<file path="src/rtl/watch_mode_ctrl.sv">
// Watch front-panel controller: maps debounced button events to the four-mode
// sequence and drives set-counter strobes, stopwatch control, FND select and edit blink.
module watch_mode_ctrl #(
  parameter int REPEAT_DELAY_MS = 500,
  parameter int REPEAT_RATE_MS  = 100,
  parameter int TIMEOUT_MS      = 10000,
  parameter int BLINK_HALF_MS   = 250
) (
  input  logic       clk,
  input  logic       reset_p,
  input  logic       tick_msec,
  input  logic [2:0] btn_pe,
  input  logic [2:0] btn_lvl,
  output logic [1:0] mode,
  output logic       capture_pe,
  output logic       load_pe,
  output logic       inc_hr,
  output logic       inc_min,
  output logic       sw_run,
  output logic       sw_clear,
  output logic [1:0] disp_sel,
  output logic [3:0] blank_mask
);

  localparam int HOLD_W  = (REPEAT_DELAY_MS > 1) ? $clog2(REPEAT_DELAY_MS) : 1;
  localparam int TO_W    = (TIMEOUT_MS > 1)      ? $clog2(TIMEOUT_MS)      : 1;
  localparam int BLINK_W = (BLINK_HALF_MS > 1)   ? $clog2(BLINK_HALF_MS)   : 1;

  localparam logic [HOLD_W-1:0]  HOLD_LAST   = HOLD_W'(REPEAT_DELAY_MS - 1);
  localparam logic [HOLD_W-1:0]  HOLD_RELOAD = HOLD_W'(REPEAT_DELAY_MS - REPEAT_RATE_MS);
  localparam logic [TO_W-1:0]    TO_LAST     = TO_W'(TIMEOUT_MS - 1);
  localparam logic [BLINK_W-1:0] BLINK_LAST  = BLINK_W'(BLINK_HALF_MS - 1);

  typedef enum logic [1:0] {
    ST_WATCH     = 2'd0,
    ST_SET_HR    = 2'd1,
    ST_SET_MIN   = 2'd2,
    ST_STOPWATCH = 2'd3
  } state_t;

  state_t state, state_n;

  logic [HOLD_W-1:0]  hold_cnt, hold_cnt_n;
  logic               armed, armed_n;
  logic [TO_W-1:0]    to_cnt, to_cnt_n;
  logic [BLINK_W-1:0] blink_cnt, blink_cnt_n;
  logic               phase, phase_n;

  logic       capture_n, load_n, inc_hr_n, inc_min_n, sw_clear_n, sw_run_n;
  logic [1:0] disp_sel_n;
  logic [3:0] blank_mask_n;

  logic b0, b1, b2, in_set;
  logic set_n, rpt, to_fire, inc;
  logic lvl_unused;

  // Mode press masks the other two buttons in the same cycle.
  assign b0     = btn_pe[0];
  assign b1     = btn_pe[1] & ~b0;
  assign b2     = btn_pe[2] & ~b0;
  assign in_set = (state == ST_SET_HR) || (state == ST_SET_MIN);
  assign lvl_unused = btn_lvl[0] ^ btn_lvl[2];

  always_comb begin
    state_n      = state;
    hold_cnt_n   = hold_cnt;
    armed_n      = armed;
    to_cnt_n     = to_cnt;
    blink_cnt_n  = blink_cnt;
    phase_n      = phase;
    capture_n    = 1'b0;
    load_n       = 1'b0;
    inc_hr_n     = 1'b0;
    inc_min_n    = 1'b0;
    sw_clear_n   = 1'b0;
    sw_run_n     = sw_run;
    disp_sel_n   = 2'd0;
    blank_mask_n = 4'b0000;
    set_n        = 1'b0;
    rpt          = 1'b0;
    to_fire      = 1'b0;
    inc          = 1'b0;

    // Auto-repeat only follows a hold that was armed by a press in this mode.
    if (in_set && !b0 && !b2 && btn_lvl[1] && (armed || b1)) begin
      armed_n = 1'b1;
      if (b1) begin
        hold_cnt_n = '0;
      end else if (tick_msec) begin
        if (hold_cnt == HOLD_LAST) begin
          rpt        = 1'b1;
          hold_cnt_n = HOLD_RELOAD;
        end else begin
          hold_cnt_n = hold_cnt + HOLD_W'(1);
        end
      end
    end else begin
      armed_n    = 1'b0;
      hold_cnt_n = '0;
    end

    if (!in_set || (|btn_pe) || rpt) begin
      to_cnt_n = '0;
    end else if (tick_msec) begin
      if (to_cnt == TO_LAST) begin
        to_fire  = 1'b1;
        to_cnt_n = '0;
      end else begin
        to_cnt_n = to_cnt + TO_W'(1);
      end
    end

    inc       = in_set & (b1 | rpt);
    inc_hr_n  = inc & (state == ST_SET_HR);
    inc_min_n = inc & (state == ST_SET_MIN);

    case (state)
      ST_WATCH: begin
        if (b0) begin
          state_n   = ST_SET_HR;
          capture_n = 1'b1;
        end
      end
      ST_SET_HR: begin
        if (b0)                state_n = ST_SET_MIN;
        else if (b2 || to_fire) state_n = ST_WATCH;
      end
      ST_SET_MIN: begin
        if (b0) begin
          state_n = ST_STOPWATCH;
          load_n  = 1'b1;
        end else if (b2 || to_fire) begin
          state_n = ST_WATCH;
        end
      end
      default: begin
        if (b0) begin
          state_n = ST_WATCH;
        end else begin
          if (b2 && !sw_run) sw_clear_n = 1'b1;
          if (b1)            sw_run_n   = ~sw_run;
        end
      end
    endcase

    if (state_n != state) begin
      armed_n    = 1'b0;
      hold_cnt_n = '0;
      to_cnt_n   = '0;
    end

    // Digits stay visible on entry and right after every increment.
    set_n = (state_n == ST_SET_HR) || (state_n == ST_SET_MIN);
    if (!set_n || (state_n != state) || inc) begin
      blink_cnt_n = '0;
      phase_n     = 1'b0;
    end else if (tick_msec) begin
      if (blink_cnt == BLINK_LAST) begin
        blink_cnt_n = '0;
        phase_n     = ~phase;
      end else begin
        blink_cnt_n = blink_cnt + BLINK_W'(1);
      end
    end

    case (state_n)
      ST_WATCH:     disp_sel_n = 2'd0;
      ST_STOPWATCH: disp_sel_n = 2'd2;
      default:      disp_sel_n = 2'd1;
    endcase

    if (phase_n && state_n == ST_SET_HR)  blank_mask_n = 4'b1100;
    if (phase_n && state_n == ST_SET_MIN) blank_mask_n = 4'b0011;
  end

  always_ff @(posedge clk or posedge reset_p) begin
    if (reset_p) begin
      state      <= ST_WATCH;
      hold_cnt   <= '0;
      armed      <= 1'b0;
      to_cnt     <= '0;
      blink_cnt  <= '0;
      phase      <= 1'b0;
      capture_pe <= 1'b0;
      load_pe    <= 1'b0;
      inc_hr     <= 1'b0;
      inc_min    <= 1'b0;
      sw_run     <= 1'b0;
      sw_clear   <= 1'b0;
      disp_sel   <= 2'd0;
      blank_mask <= 4'b0000;
    end else begin
      state      <= state_n;
      hold_cnt   <= hold_cnt_n;
      armed      <= armed_n;
      to_cnt     <= to_cnt_n;
      blink_cnt  <= blink_cnt_n;
      phase      <= phase_n;
      capture_pe <= capture_n;
      load_pe    <= load_n;
      inc_hr     <= inc_hr_n;
      inc_min    <= inc_min_n;
      sw_run     <= sw_run_n;
      sw_clear   <= sw_clear_n;
      disp_sel   <= disp_sel_n;
      blank_mask <= blank_mask_n;
    end
  end

  assign mode = state;

endmodule

</file>
<file path="config.mk">
export PLATFORM = sky130hd
export DESIGN_NAME = watch_mode_ctrl
export DESIGN_NICKNAME = d
export VERILOG_FILES = /design/src/rtl/watch_mode_ctrl.sv
export SDC_FILE = /design/constraint.sdc
export NUM_CORES = 1
export LEC_CHECK = 0
export ABC_CLOCK_PERIOD_IN_PS = 3150
export CORE_MARGIN = 8
export CORE_UTILIZATION = 45
export CTS_BUF_LIST = sky130_fd_sc_hd__clkbuf_8
export DETAILED_ROUTE_END_ITERATION = 12
export RECOVER_POWER = 100
export SLEW_MARGIN = 40
export SYNTH_ARGS = -nofsm -noshare
export SYNTH_HDL_FRONTEND = slang
export SYNTH_SLANG_ARGS = --single-unit
</file>
<file path="constraint.sdc">
create_clock -name clk -period 3.15 [get_ports clk]
set_clock_uncertainty 0.2 [all_clocks]
set_input_delay 0.945 -clock clk [delete_from_list [all_inputs] [get_ports clk]]
set_output_delay 0.945 -clock clk [all_outputs]
set_load 0.005 [all_outputs]
</file>
==> metrics.yaml <==
status: "complete, no violations"
cts_buffers: 5
vias: 2152
syn_to_final_growth_pct: 24.50
cp-end-kind: "register"
clock_path_buffers: 2
n_antenna_cell: 0
die_w_um: 91.26
cp_num_buf_inv: 2
final_cell_mix: "dfrtp_1, nor2_1, nand2_1, buf_4, nor3_1"
hp-class: "register to register"
worst_slew_pin_slew_ns: 0.9460
syn_area_sq_um: 2549
die-area_sq_um: 8327
hold_violations: 0
ir_worst_vdd_mv: 0.3331
synth_area_leaders: "dfrtp_1, ha_1, nor2_1"
via_per_inst: 5.490
htree_levels: 2
avgRoutedWirePerCell_um: 14.45
antenna_found_initial: 0
routed_wl_um: 5666
slew_viol_final: 0
synth_top_area_share_pct: 44.18
ys_seq_area_share_pct: 44.18
finalInstanceArea_sq_um: 3173
slew_headroom_pct: 36.87
gr-usage-met3_pct: 2.634
cpPeakStageDelay_ns: 0.61
dp_hpwl_um: 4033
cp.arrival_ns: 3.10
crit_required_ns: 3.16
multiInputGateArea_sq_um: 1411
layout-drive-gt1-share_pct: 20.31
synth_edf_count: 0
synth-async-reset-ratio_pct: 100.0
max_freq_mhz: 323.7
ant_nets: 0
grt_pass1_vias: 2089
p_per_area_nw_per_um2: 591.2
fin_nets: 339
cpLargestDelayFamily: "simple AND/OR/NAND/NOR gates"
rows: 27
clkSinkCount: 45
ff_latch_area_sq_um: 1126
dpl_cell_area_sq_um: 2982
clkTransAtPathRegs_ns: 0.08
crit_chain: "or4b_4 > nor4_4 > a31oi_2 > a22o_1 > a22oi_2 > ha_1 > inv_2 > o31a_1 > buf_6 > o21ai_2 > nor3_1"
critPathKind: "register to register"
cts-root-buf: "clkbuf_8"
leakagePower_uw: 0.001330
setup_tns_ns: 0
die-height_um: 91.26
ys_warn_count: 0
ioPinCount: 23
grt_pass1_wl_um: 9735
fin_crit_ns: 3.089
start_util_pct: 46.57
met1_usage_pct: 17.64
synth_nets: 291
use_met2_pct: 23.40
dr.pass1.iters: 5
fill_cells: 512
grt_max_degree: 27
holdBufCountCts: 0
cts_tree: "yes"
synthCells: 271
drcViolationCount: 0
layout_commonest_cell: "dfrtp_1"
busiest_layer: "met2"
hold_slack_ns: 0.2897
portBuffers: 20
cp_max_fo: 5
drv_cap: 0
drtIter0Drc: 57
clock_latency_ns: 0.30
rsz0062_at_grt: "true"
slowest_stage: "or4b_4"
core-area_sq_um: 5473
synth_top_area_cell: "dfrtp_1"
syn_avg_cell_area_sq_um: 9.405
gp_congestion: 0.8084
gr-total-overflow: 0
post-route-period-util_pct: 98.07
worst_setup_path_start_kind: "register"
ys_types: 47
ys_seq_elements: 45
setup_viol: 0
grt_util_all_layers_pct: 14.01
synth-main-ff-cell: "dfrtp_1"
[synth_stat cells, types with 2 or more instances]
cell / number
dfrtp_1: 45
nor2_1: 34
nand2_1: 26
nor3_1: 16
nand3_1: 14
xnor2_1: 13
a21oi_1: 11
ha_1: 11
nand4_1: 11
inv_1: 8
nor4_1: 8
and2_1: 6
o21ai_0: 6
xor2_1: 6
a211oi_1: 4
a22o_1: 4
and3_1: 3
buf_4: 3
clkbuf_1: 3
or2_2: 3
a22oi_1: 2
nand3_2: 2
nor3b_1: 2
nor4_4: 2
nor4b_1: 2
o2111ai_1: 2
o21ai_1: 2
or4_4: 2
or4b_4: 2
[registers in the layout, indices dropped and copies added (netlist names)]
name and count:
sw_run 1, inc_min 1, sw_clear 1, phase 1
mode 2, blank_mask 2, blink_cnt 8, capture_pe 1
inc_hr 1, disp_sel 2, load_pe 1, hold_cnt 9
armed 1, to_cnt 14
[layer usage]
metal | share of wire [%] | vias up
li1 | - | 1068
met1 | 46 | 1054
met2 | 51 | 25
met3 | 2.3 | 5
met4 | 1.1 | 0
met5 | 0 | -
[cell families (layout without fill, tap and decap cells)]
kind of cell / after synthesis / in the layout / synth area share, %
compound gates: 39 / 39 / 10.16
simple gates: 140 / 140 / 30.19
xor+xnor: 19 / 19 / 6.529
flops: 45 / 45 / 44.18
fa+ha+maj: 11 / 11 / 5.400
buf+inv: 16 / 65 / 3.142
mux: 1 / 1 / 0.3928
[per-stage QoR]
stage	util (%)	power (uW)	setup slack (ns)	std cells
3_3_place_gp	54.48	1389	-0.4671	379
4_1_cts	56.77	1818	0.003108	389
3_5_place_dp	54.48	1395	-0.4662	379
6_report	57.98	1876	0.06087	392
2_1_floorplan	-	1103	0.04070	271
5_1_grt	57.98	1999	-0.09263	392
[final timing paths]
| kind | to | slack (ns) | cells after the start | startpoint |
|---|---|---|---|---|
| min in group asynchronous | blink_cnt[3] | 1.10 | 2 | reset_p |
| worst min-delay path | sw_clear | 0.29 | 1 | sw_run |
| worst max-delay path | blink_cnt[1] | 0.06 | 11 | to_cnt[11] |
| max in group asynchronous | hold_cnt[7] | 0.59 | 3 | reset_p |
| worst max register to register | blink_cnt[1] | 0.06 | 11 | to_cnt[11] |
| worst min register to register | sw_clear | 0.29 | 1 | sw_run |
[power breakdown]
part | leakage [uW] | internal (uW) | switching [uW] | total [uW]
clock | 0.0000542 | 199 | 195 | 394
combinational | 0.000656 | 375 | 461 | 836
sequential | 0.000620 | 624 | 22.1 | 646
[layout make-up]
class | count | area share [%]
multi-input cells | 210 | 44.48
flip-flops and latches | 45 | 35.49
well taps | 72 | 2.839
clock buffers | 7 | 3.036
repair buffers | 49 | 13.05
inverters | 8 | 0.9464
clock inverters | 1 | 0.1577
[what timing repair did]
action,4_1_cts,5_1_grt
gates cloned,0,0
pin swaps,10,14
endpoints found under the setup margin,11,11
buffers inserted,2,3
resized for setup,5,18
Note: power is estimated with default switching activity, not from simulation.
